**src/rtl/fadd_arbiter.sv**
```systemverilog
// Round-robin arbiter that shares one pipelined fadd between two requesters.
// Each issued op is tracked by valid/owner/tag slots so its result returns to the right port.
module fadd_arbiter #(
  parameter int LATENCY = 3,
  parameter int TAGW    = 4
) (
  input  logic                            clk,
  input  logic                            rst,
  input  logic [1:0]                      req_valid,
  output logic [1:0]                      req_ready,
  input  logic [31:0]                     req_x1_0,
  input  logic [31:0]                     req_x2_0,
  input  logic [31:0]                     req_x1_1,
  input  logic [31:0]                     req_x2_1,
  input  logic [TAGW-1:0]                 req_tag_0,
  input  logic [TAGW-1:0]                 req_tag_1,
  output logic [31:0]                     fadd_x1,
  output logic [31:0]                     fadd_x2,
  input  logic [31:0]                     fadd_y,
  output logic [1:0]                      rsp_valid,
  output logic [31:0]                     rsp_y,
  output logic [TAGW-1:0]                 rsp_tag,
  input  logic                            drain_req,
  output logic                            drain_done,
  output logic [$clog2(LATENCY+2)-1:0]    inflight
);

  // Sustained issue keeps LATENCY+1 ops outstanding, so the count needs room for that value.
  localparam int CNT_W = $clog2(LATENCY+2);
  localparam logic [CNT_W-1:0] CNT_ONE = CNT_W'(1);

  typedef enum logic [1:0] {RUN, DRAIN, DRAINED} state_t;

  state_t          state;
  logic            rr;
  logic            xfer;
  logic            sel;

  logic            iss_vld_p0;
  logic            iss_own_p0;
  logic [TAGW-1:0] iss_tag_p0;

  logic [LATENCY-1:0] slot_vld_p1;
  logic [LATENCY-1:0] slot_own_p1;
  logic [TAGW-1:0]    slot_tag_p1 [LATENCY];
  logic               head_vld;

  always_comb begin
    req_ready = 2'b00;
    if (!rst && state == RUN) begin
      if (req_valid == 2'b11) req_ready = rr ? 2'b10 : 2'b01;
      else                    req_ready = req_valid;
    end
  end

  assign xfer     = |req_ready;
  assign sel      = req_ready[1];
  assign head_vld = slot_vld_p1[LATENCY-1];

  // Stage p0: operands registered toward the fadd
  always_ff @(posedge clk) begin
    if (rst) begin
      iss_vld_p0 <= 1'b0;
      fadd_x1    <= '0;
      fadd_x2    <= '0;
    end else begin
      iss_vld_p0 <= xfer;
      if (xfer) begin
        fadd_x1 <= sel ? req_x1_1 : req_x1_0;
        fadd_x2 <= sel ? req_x2_1 : req_x2_0;
      end
    end
  end

  always_ff @(posedge clk) begin
    if (xfer) begin
      iss_own_p0 <= sel;
      iss_tag_p0 <= sel ? req_tag_1 : req_tag_0;
    end
  end

  // Stage p1: slot tracker aligned with the fadd's internal pipeline
  always_ff @(posedge clk) begin
    if (rst) begin
      slot_vld_p1 <= '0;
    end else begin
      slot_vld_p1[0] <= iss_vld_p0;
      for (int i = 1; i < LATENCY; i++) slot_vld_p1[i] <= slot_vld_p1[i-1];
    end
  end

  always_ff @(posedge clk) begin
    slot_own_p1[0] <= iss_own_p0;
    slot_tag_p1[0] <= iss_tag_p0;
    for (int i = 1; i < LATENCY; i++) begin
      slot_own_p1[i] <= slot_own_p1[i-1];
      slot_tag_p1[i] <= slot_tag_p1[i-1];
    end
  end

  // Stage p2: result capture and return to the owner
  always_ff @(posedge clk) begin
    if (rst) begin
      rsp_valid <= 2'b00;
      rsp_y     <= '0;
      rsp_tag   <= '0;
    end else begin
      rsp_valid <= head_vld ? (slot_own_p1[LATENCY-1] ? 2'b10 : 2'b01) : 2'b00;
      if (head_vld) begin
        rsp_y   <= fadd_y;
        rsp_tag <= slot_tag_p1[LATENCY-1];
      end
    end
  end

  always_ff @(posedge clk) begin
    if (rst) begin
      inflight <= '0;
    end else begin
      case ({xfer, head_vld})
        2'b10:   inflight <= inflight + CNT_ONE;
        2'b01:   inflight <= inflight - CNT_ONE;
        default: inflight <= inflight;
      endcase
    end
  end

  always_ff @(posedge clk) begin
    if (rst) begin
      state      <= RUN;
      drain_done <= 1'b0;
      rr         <= 1'b0;
    end else begin
      if (xfer) rr <= ~sel;
      case (state)
        RUN: if (drain_req) state <= DRAIN;
        DRAIN: begin
          if (inflight == '0) begin
            state      <= DRAINED;
            drain_done <= 1'b1;
          end
        end
        DRAINED: begin
          if (!drain_req) begin
            state      <= RUN;
            drain_done <= 1'b0;
          end
        end
        default: state <= RUN;
      endcase
    end
  end

endmodule

```
**config.mk**
```make
export PLATFORM = sky130hd
export DESIGN_NAME = fadd_arbiter
export DESIGN_NICKNAME = d
export VERILOG_FILES = /design/src/rtl/fadd_arbiter.sv
export SDC_FILE = /design/constraint.sdc
export NUM_CORES = 1
export LEC_CHECK = 0
export ABC_AREA = 1
export ABC_CLOCK_PERIOD_IN_PS = 2200
export CAP_MARGIN = 20
export CORE_MARGIN = 2
export CORE_UTILIZATION = 35
export CTS_CLUSTER_DIAMETER = 100
export DETAILED_ROUTE_END_ITERATION = 6
export DONT_BUFFER_PORTS = 1
export MAX_ROUTING_LAYER = met4
export PLACE_DENSITY_LB_ADDON = 0.15
export SYNTH_ARGS = -nofsm -noshare
export SYNTH_HDL_FRONTEND = slang
export SYNTH_SLANG_ARGS = --single-unit
export TNS_END_PERCENT = 20
```
**constraint.sdc**
```tcl
create_clock -name clk -period 2.2 [get_ports clk]
set_clock_uncertainty 0.2 [all_clocks]
set_input_delay 0.44 -clock clk [delete_from_list [all_inputs] [get_ports clk]]
set_output_delay 0.44 -clock clk [all_outputs]
set_load 0.005 [all_outputs]
```
[Word-level counts from Yosys, hierarchy flattened]
Memory sizes are Yosys's and may differ from the RTL's. A register that Yosys moved wholly into a read port is not among the register bits.
Index checks and enable logic that the tools add are counted.
Storage, ports and cells
  flip-flop bits (word level): 117
  bits in writable memories: 12
  bits of input ports: 173
  memories kept: 1
Operators by class
  $add $sub $neg: 2
  equality and inequality tests: 8
  muxes and demuxes: 15
  bitwise operators: 2
  reductions and logical operators: 10
Memories
  slot_tag_p1: words 3, bits a word 4, read ports 3, clocked after memory_dff 1, wr ports 3, RTL line 45  | logic [TAGW-1:0] slot_tag_p1 [LATENCY];
Operators with widths (number)
  32-bit 2-to-1 mux: 2
  2-bit 2-to-1 mux: 7
  2-bit equality test, second input constant: 3
  2-bit != test, second input constant: 3
  2-bit one-hot mux with 3 select lines: 1
  3-bit one-hot mux with 2 select lines: 1
  3-bit AND reduction: 2
  2-bit by 1-bit equality test with 1-bit output, second input constant: 2
  4-bit 2-to-1 mux: 1
  2-bit nonzero test: 2
  2-bit OR reduction: 2
  3-bit by 1-bit adder with 3-bit output, second input constant: 1
  3-bit zero test: 1
  3-bit by 1-bit subtractor with 3-bit output, second input constant: 1
  2-bit zero test: 1
  1-bit 2-to-1 mux: 2
  1-bit NOT: 2
  1-bit one-hot mux with 2 select lines: 1
  1-bit logical AND: 1
  1-bit zero test: 1

[Logic depth before layout (Yosys ltp)]
Gate-level depths: netlist of run 1.
  depth in word-level cells: 6
  depth in mapped cells: 13

[Worst setup path before layout of run 1]
Ideal clock, no wire load.
  path kind: input to register
  from: in rst
  to: reg inflight[2]
  setup time: 0.119 ns
  data arrival time: 1.943 ns
  data required time: 1.881 ns
  setup slack: -0.062 ns
  stages: 11
  path through: buf_2 -> nor2_4 -> o21ai_1 -> buf_2 -> ha_1 -> inv_1 -> fa_1 -> nand2_1 -> nand3_1 -> o21ai_0 -> a21oi_1
Between the ends
  longest elaborated chain between the ends: 6
  elaborated cells on any way between the ends: 8
  those cells by class: 2 x eq/ne; 2 x mux; 4 x reduce/logical
RTL lines
  start, declared: RTL line 8  | input logic rst,
  1-bit zero test: RTL line 50  | if (!rst && state == RUN) begin
  1-bit logical AND: RTL line 50
  2-bit 2-to-1 mux: RTL line 50
  2-bit OR reduction: RTL line 56  | assign xfer = |req_ready;
  2-bit by 1-bit equality test with 1-bit output / 2-bit equality test (equally long branches): RTL line 120  | case ({xfer, head_vld})
  3-bit one-hot mux with 2 select lines / 2-bit nonzero test (equally long branches)
  end signal, assigned: RTL line 121  | 2'b10: inflight <= inflight + CNT_ONE;
  end signal, assigned: RTL line 122  | 2'b01: inflight <= inflight - CNT_ONE;
  end signal, assigned: RTL line 123  | default: inflight <= inflight;
  end, declared: RTL line 25  | output logic [$clog2(LATENCY+2)-1:0] inflight
Several ways; a longest one is shown, not always the timed one.
A chain may end at the register's enable or synchronous reset.

[Worst setup path after layout of run 1]
  from: reg rr
  to: out req_ready[1]
Between the ends
  longest elaborated chain between the ends: 3
RTL lines
  start, declared: RTL line 35  | logic rr;
  start signal, assigned: RTL line 134  | if (xfer) rr <= ~sel;
  2-bit 2-to-1 mux (2 in series): RTL line 51  | if (req_valid == 2'b11) req_ready = rr ? 2'b10 : 2'b01;
  2-bit 2-to-1 mux: RTL line 50
  end, declared: RTL line 10  | output logic [1:0] req_ready,
No other way between the ends.

==> out/qor.yml, run 1 <==
cells_and_area:
  num_antenna_cells: 0
  stdcell_count: 1064
  multi_input_area_sq_um: 2754
  final_nets: 1006
  fill_cells: 1620
  seqCellArea_sq_um: 2715
  drive_above_1_share_pct: 7.701
  areaGrowthSynthToFinish_pct: 20.24
synth:
  syn-num-nets: 992
  synth_ff_type: "dfxtp_1"
  yosysWarnings: 0
  ys_ff_latch: 133
  synthCells: 817
  synth_top_cell_area_share_pct: 44.09
  yosys.cell_types.count: 24
  yosysTopAreaCell: "dfxtp_1"
  synth_edf_count: 5
  async_flop_share_pct: 0
  syn_avg_cell_area_sq_um: 7.114
  ys_seq_area_share_pct: 46.67
  synth_area_leaders: "dfxtp_1 44%, nand2_1 14%, nor2_1 13%"
  syn-cell-area_sq_um: 5812
global_route:
  grt_max_degree: 58
  antenna_found_initial: 0
  grt_pass1_wl_mm: 24.88
  grt_pass1_vias: 4968
  grtUsageTotal_pct: 18.29
  grt_overflow: 0
setup_path:
  timing.rr.end: "inflight[2]$_SDFFE_PP0P_"
  critPathCaptureType: "primary output"
  cp-start-kind: "flip-flop"
  regToRegStartpoint: "state[1]$_SDFFE_PP0P_"
  path_cells: "nand2_1 -> nand2_2 -> buf_12 -> nand2_8 -> inv_4"
  reg2reg_slack_ns: 0.12
  slowest_stage: "dfxtp_1"
  startpoint: "rr$_SDFFE_PP0P_"
  reg2regPathDepth: 13
  cpPeakStageDelay_ns: 0.37
  required_ns: 1.56
  critPathKind: "flip-flop to primary output"
  critPathArrivalTime_ns: 1.50
  path_max_fanout: 29
placement:
  place_hpwl_mm: 10.79
  place_inst: 991
  place.gp.congestion: 0.7632
  dp_slack_ns: 0.04187
  portBuffers: 0
sta:
  min_period_ns: 2.136
  setup_viol: 0
  slew_headroom_pct: 60.85
  hold_viol: 0
  fmax_ghz: 0.4681
  fin_crit_sh_pct: 97.11
  fin_ws_ns: 0.06367
  rsz0062_at_grt: "true"
  worst_pin_slew_ns: 0.5863
  slew_viol_final: 0
cts:
  cts_tree: "built"
  clock_sinks: 133
  clk_path_buf_depth: 2
  cts_root_buf: "clkbuf_16"
  clk_pin_slew_ns: 0.06
  cts_buffers: 17
  clk_latency_ns: 0.41
  htreeDepth: 4
power_and_ir_drop:
  ir_worst_vdd_uv: 481.5
  intPower_mw: 4.552
  switchingPower_mw: 1.905
  p_comb_share_pct: 14.3
  powerDensity_nw_per_um2: 924.0
  p_sw_share_pct: 29.50
  pwr-share-seq_pct: 43.4
  clkPwrFrac_pct: 42.4
  p_leak_nw: 3.260
  power_mw: 6.457
floorplan:
  fp.dieW_um: 132.9
  core_sq_um: 16410
  start_util_pct: 35.42
  fp.dieH_um: 132.9
  dieArea_sq_um: 17650
  ioPinCount: 281
  placementRows: 47
route:
  viasPerCell: 4.853
  postRouteAntennaNets: 0
  dr.pass1.iters: 7
  vias: 5164
  top_layer: "met4"
  wl_met3_mm: 1.339
  wire_per_inst_um: 15.05
  met1Wirelength_mm: 6.696
  drt-initial-drc-count: 231
  wirelength_mm: 16.01
  drc_errors: 0
  met2_wirelength_mm: 7.583
hold_path:
  hold_end: "iss_tag_p0[2]$_DFFE_PP_"
  hold_class: "primary input to flip-flop"
  worst_hold_startpoint: "req_tag_0[2]"
  hold_depth: 2
job:
  cap_violations: 0
outcome:
  status: "completed"
==> power groups by stage <==
| stage | Sequential [mW] | Clock (mW) | Combinational, mW |
|---|---|---|---|
| after floorplan | 2.79 | 0 | 0.700 |
| after global placement | 2.85 | 0 | 0.813 |
| after detailed placement | 2.86 | 0 | 0.836 |
| after CTS | 2.80 | 2.84 | 0.926 |
| after global routing | 2.82 | 2.95 | 1.05 |
| final | 2.80 | 2.73 | 0.922 |
==> cell type report <==
class	instances	share of cell area [%]
sequential	133	38.85
clock buffer	17	6.088
multi-input combinational	605	39.41
timing repair buffer	56	8.505
tap	220	3.939
inverter	18	1.021
clock inverter	15	2.184
==> state kept, by name, indices dropped and copies added (netlist names) <==
name,cells
rsp_tag,4
iss_own_p0,1
slot_vld_p1,3
fadd_x2,32
state,2
rsp_valid,2
slot_own_p1,3
rsp_y,32
iss_vld_p0,1
iss_tag_p0,4
rr,1
inflight,3
slot_tag_p1,12
fadd_x1,32
drain_done,1
==> how the worst max path moves through the flow <==
stage,to,slack (ns)
after CTS,inflight[2]$_SDFFE_PP0P_,0.002
after global routing,req_ready[1],-0.03
after floorplan,inflight[2]$_SDFFE_PP0P_,0.02
final,req_ready[1],0.06
after global placement,fadd_x2[11]$_SDFFE_PP0P_,0.07
after detailed placement,fadd_x1[5]$_SDFFE_PP0P_,0.04
==> metal layers <==
layer	global-route usage (%)	vias to the layer above
met5	-	-
met4	8.065	0
met3	6.705	27
met2	29.91	224
met1	19.97	2290
li1	-	2623
==> critical path, delay by kind of cell, from the launching register on <==
| family | cells | cell delay [ns] |
|---|---|---|
| buffers and inverters | 2 | 0.32 |
| DFF | 1 | 0.37 |
| and+or+nand+nor | 3 | 0.36 |
==> cells in the mapped netlist (5+ instances only) <==
master,count
a21oi_1,7
buf_1,6
buf_2,31
buf_6,7
clkbuf_1,14
dfxtp_1,128
edfxtp_1,5
inv_1,15
nand2_1,213
nand3_1,68
nand3b_1,64
nor2_1,205
o21ai_0,39
==> stage by stage <==
stage,util [%],TNS (ns),hold slack (ns),cell area [sq um]
floorplan,-,0,0.1096,5818
global placement,36.21,0,0.1110,5941
detailed placement,36.21,0,0.1121,5941
CTS,42.45,0,0.003401,6965
global route,42.59,-0.04755,0.01629,6988
finish,42.59,0,0.03013,6988
==> cells by family after synthesis <==
logic type                 Yosys count  share of synthesized area (%)
DFF                                133                          46.67
buffers and inverters               79                          6.868
AOI/OAI and AO/OA                   48                          4.176
and+or+nand+nor                    555                          41.72
adders and majority gates            2                         0.5597
==> cell usage in the layout, fill, tap and decap left out, types with 2 or more instances in the layout <==
cell and count:
nand3_1 68, dfxtp_1 126, edfxtp_1 5, buf_4 11
nor2_1 205, buf_12 6, nand2_1 211, inv_6 4
o21ai_0 38, dfxtp_2 2, inv_8 7, a21oi_1 6
inv_2 3, clkbuf_16 17, inv_4 2, inv_1 13
nand3b_1 64, dlygate4sd3_1 38
==> timing repair <==
action                     CTS  global route
hold buffers                38             0
pin swaps                    1             1
setup buffers                3             0
hold endpoints to repair    43             0
setup endpoints to repair    2            11
resized for setup            8             7
Power figures use the tool's default switching activity.
==> run 2: changes to the inputs <==
--- a/config.mk
+++ b/config.mk
@@ -11,6 +11,7 @@
 export CORE_MARGIN = 2
 export CORE_UTILIZATION = 35
 export CTS_CLUSTER_DIAMETER = 100
+export CTS_CLUSTER_SIZE = 8
 export DETAILED_ROUTE_END_ITERATION = 6
 export DONT_BUFFER_PORTS = 1
 export MAX_ROUTING_LAYER = met4
==> results of run 2 <==
No change in the layout: final DEF, timing and power equal those of run 1.
==> run 3: changes to the inputs <==
--- a/config.mk
+++ b/config.mk
@@ -6,13 +6,13 @@
 export NUM_CORES = 1
 export LEC_CHECK = 0
 export ABC_AREA = 1
-export ABC_CLOCK_PERIOD_IN_PS = 2200
+export ABC_CLOCK_PERIOD_IN_PS = 2500
 export CAP_MARGIN = 20
-export CORE_MARGIN = 2
-export CORE_UTILIZATION = 35
+export CORE_AREA = 2 2 109 111
 export CTS_CLUSTER_DIAMETER = 100
 export CTS_CLUSTER_SIZE = 8
 export DETAILED_ROUTE_END_ITERATION = 6
+export DIE_AREA = 0 0 111 113
 export DONT_BUFFER_PORTS = 1
 export MAX_ROUTING_LAYER = met4
 export PLACE_DENSITY_LB_ADDON = 0.15
==> constraint.sdc (replaced) <==
create_clock -name clk -period 2.5 [get_ports clk]
set_clock_uncertainty 0.2 [all_clocks]
set_input_delay 0.5 -clock clk [delete_from_list [all_inputs] [get_ports clk]]
set_output_delay 0.5 -clock clk [all_outputs]
set_load 0.005 [all_outputs]
==> run 3 against run 2 <==
Effect of this change:
- register-to-register slack gained 0.41 ns
- total power down 8.6%
- clock-buffer cell count is 3 higher
- sequential share of layout area increased by 3.0 points
- first-iteration DRC count up 30%
- largest cell class unchanged
==> out/qor.yml, run 3 (synthesized netlist as in run 1, its figures left out) <==
outcome:
  status: "completed"  # unchanged
setup_path:
  regToRegStartpoint: "rr$_SDFFE_PP0P_"  # was state[1]$_SDFFE_PP0P_
  path_max_fanout: 25  # was 29
  required_ns: 1.80  # was 1.56 ns
  critPathArrivalTime_ns: 1.53  # was 1.50 ns
  path_cells: "inv_2 -> nand2_1 -> nor2_4 -> nand2_4 -> inv_1"  # was nand2_1 -> nand2_2 -> buf_12 -> nand2_8 -> inv_4
  slowest_stage: "dfxtp_1"  # unchanged
  startpoint: "state[0]$_SDFFE_PP0P_"  # was rr$_SDFFE_PP0P_
  critPathCaptureType: "primary output"  # unchanged
  cp-start-kind: "flip-flop"  # unchanged
  cpPeakStageDelay_ns: 0.32  # was 0.37 ns
  critPathKind: "flip-flop to primary output"  # unchanged
cells_and_area:
  num_antenna_cells: 0  # unchanged
  drive_above_1_share_pct: 6.367  # was 7.701%
  fin_util_pct: 57.56  # was 42.59%
  fill_cells: 1053  # was 1,620
  seqCellArea_sq_um: 2713  # was 2715 sq um
  layout_common_cells: "211 x nand2_1, 205 x nor2_1, 128 x dfxtp_1, 68 x nand3_1, 64 x nand3b_1"  # was 211 x nand2_1, 205 x nor2_1, 126 x dfxtp_1, 68 x nand3_1, 64 x nand3b_1
  final_common_cell: "nand2_1"  # unchanged
  final_nets: 963  # was 1,006
  multi_input_area_sq_um: 2721  # was 2754 sq um
  reg_top3: "fadd_x1 (32), fadd_x2 (32), rsp_y (32)"  # unchanged
  areaGrowthSynthToFinish_pct: 11.65  # was 20.24%
sta:
  rsz0062_at_grt: "false"  # was true
  hold_viol: 0  # unchanged
  fmax_ghz: 0.4489
  slew_headroom_pct: 53.44  # was 60.85%
  fin_setup_tns_ns: 0  # unchanged
  worst_pin_slew_ns: 0.6984  # was 0.5863 ns
  fin_crit_sh_pct: 89.12
  setup_viol: 0  # unchanged
  slew_viol_final: 0  # unchanged
  min_period_ns: 2.228
hold_path:
  hold_class: "primary input to flip-flop"  # unchanged
  worst_hold_startpoint: "fadd_y[11]"  # was req_tag_0[2]
cts:
  clock_sinks: 133  # unchanged
  cts_root_buf: "clkbuf_16"  # unchanged
  cts_buffers: 17  # unchanged
  htreeDepth: 4  # unchanged
  clk_pin_slew_ns: 0.06  # about the same
  cts_tree: "built"  # unchanged
  cts_setup_buffers: 0  # was 3
  clk_latency_ns: 0.41  # about the same
  post_cts_resized: 0  # was 8
  cts_hold_buf: 2  # was 38
  clk_path_buf_depth: 2  # unchanged
power_and_ir_drop:
  switchingPower_mw: 1.526  # was 1.905 mW
  powerDensity_nw_per_um2: 909.4  # was 924.0 nW/um^2
  p_comb_share_pct: 12.1  # was 14.3%
  clkPwrFrac_pct: 46.0  # was 42.4%
  power_mw: 5.901  # was 6.457 mW
  p_sw_share_pct: 25.86  # was 29.50%
  p_leak_nw: 3.097  # was 3.260 nW
  intPower_mw: 4.375  # was 4.552 mW
  pwr-share-seq_pct: 41.9  # was 43.4%
  ir_worst_vdd_uv: 669.9  # was 481.5 uV
route:
  vias: 5117  # was 5,164
  viasPerCell: 5.421  # was 4.853
  postRouteAntennaNets: 0  # unchanged
  wirelength_mm: 14.78  # was 16.01 mm
  drc_errors: 0  # unchanged
  wire_per_inst_um: 15.65  # was 15.05 um
  drt-initial-drc-count: 300  # was 231
  dr.pass1.iters: 5  # was 7
floorplan:
  dieArea_sq_um: 12540  # was 17,650 sq um
  fp.dieW_um: 111  # was 132.9 um
  core_sq_um: 11270  # was 16,410 sq um
  start_util_pct: 51.56  # was 35.42%
  placementRows: 39  # was 47
  fp.dieH_um: 113  # was 132.9 um
  ioPinCount: 281  # unchanged
placement:
  portBuffers: 0  # unchanged
  place.gp.congestion: 0.9421  # was 0.7632
  place_hpwl_mm: 10.18  # was 10.79 mm
global_route:
  antenna_found_initial: 0  # unchanged
  grt_overflow: 0  # unchanged
  grtUsageTotal_pct: 23.64  # was 18.29%
  grt_pass1_wl_mm: 22.85  # was 24.88 mm
  grt_max_degree: 67  # was 58
  grt_pass1_vias: 4598  # was 4,968
job:
  cap_violations: 0  # unchanged
==> run 3: final cells by class <==
type,instances,share of cell area (%)
Multi-Input combinational cell,605,41.94
Sequential cell,133,41.80
Clock buffer,20,7.212
Clock inverter,12,2.892
Tap cell,143,2.757
Timing Repair Buffer,13,2.352
Inverter,18,1.041
==> run 3: power by group through the flow <==
stage	registers [mW]	clock network (mW)	logic [mW]
global route	2.49	2.87	0.822
floorplan	2.45	0	0.614
finish	2.47	2.71	0.716
detailed placement	2.52	0	0.711
global placement	2.52	0	0.688
CTS	2.47	2.77	0.719
==> run 3: path summary, 6_finish.rpt <==
path / end / slack [ns] / depth (start not counted)
setup / recovery: req_ready[1] / 0.27 / 5
hold / removal: rsp_y[11]$_SDFFE_PP0P_ / 0.02 / 2
hold reg to reg: slot_own_p1[2]$_DFF_P_ / 0.12 / 0
setup reg to reg: iss_tag_p0[0]$_DFFE_PP_ / 0.53 / 5
==> run 3: worst max-delay path: cells and delay by family, from the launching register on <==
family                 cells  cell delay, ns
buffers and inverters      2            0.28
DFF                        1            0.32
and+or+nand+nor            3            0.50
==> run 3: stage by stage <==
stage | hold slack, ns | instance area (sq um) | setup slack (ns) | std cells
after floorplan | 0.1096 | 5812 | 0.1776 | 817
after global routing | 0.01964 | 6489 | 0.1592 | 944
after CTS | 0.003974 | 6489 | 0.2415 | 944
final | 0.02495 | 6489 | 0.2721 | 944
after detailed placement | 0.1138 | 5813 | 0.2932 | 910
after global placement | 0.1103 | 5813 | 0.3309 | 910
==> run 3: per-layer routing <==
metal / wire length [um] / part of all wire, % / global-route usage, %
met2: 7187 / 49 / 38.16
met3: 1394 / 9.4 / 8.034
met1: 5778 / 39 / 26.04
met4: 414 / 2.8 / 12.42
met5: 0 / 0 / -
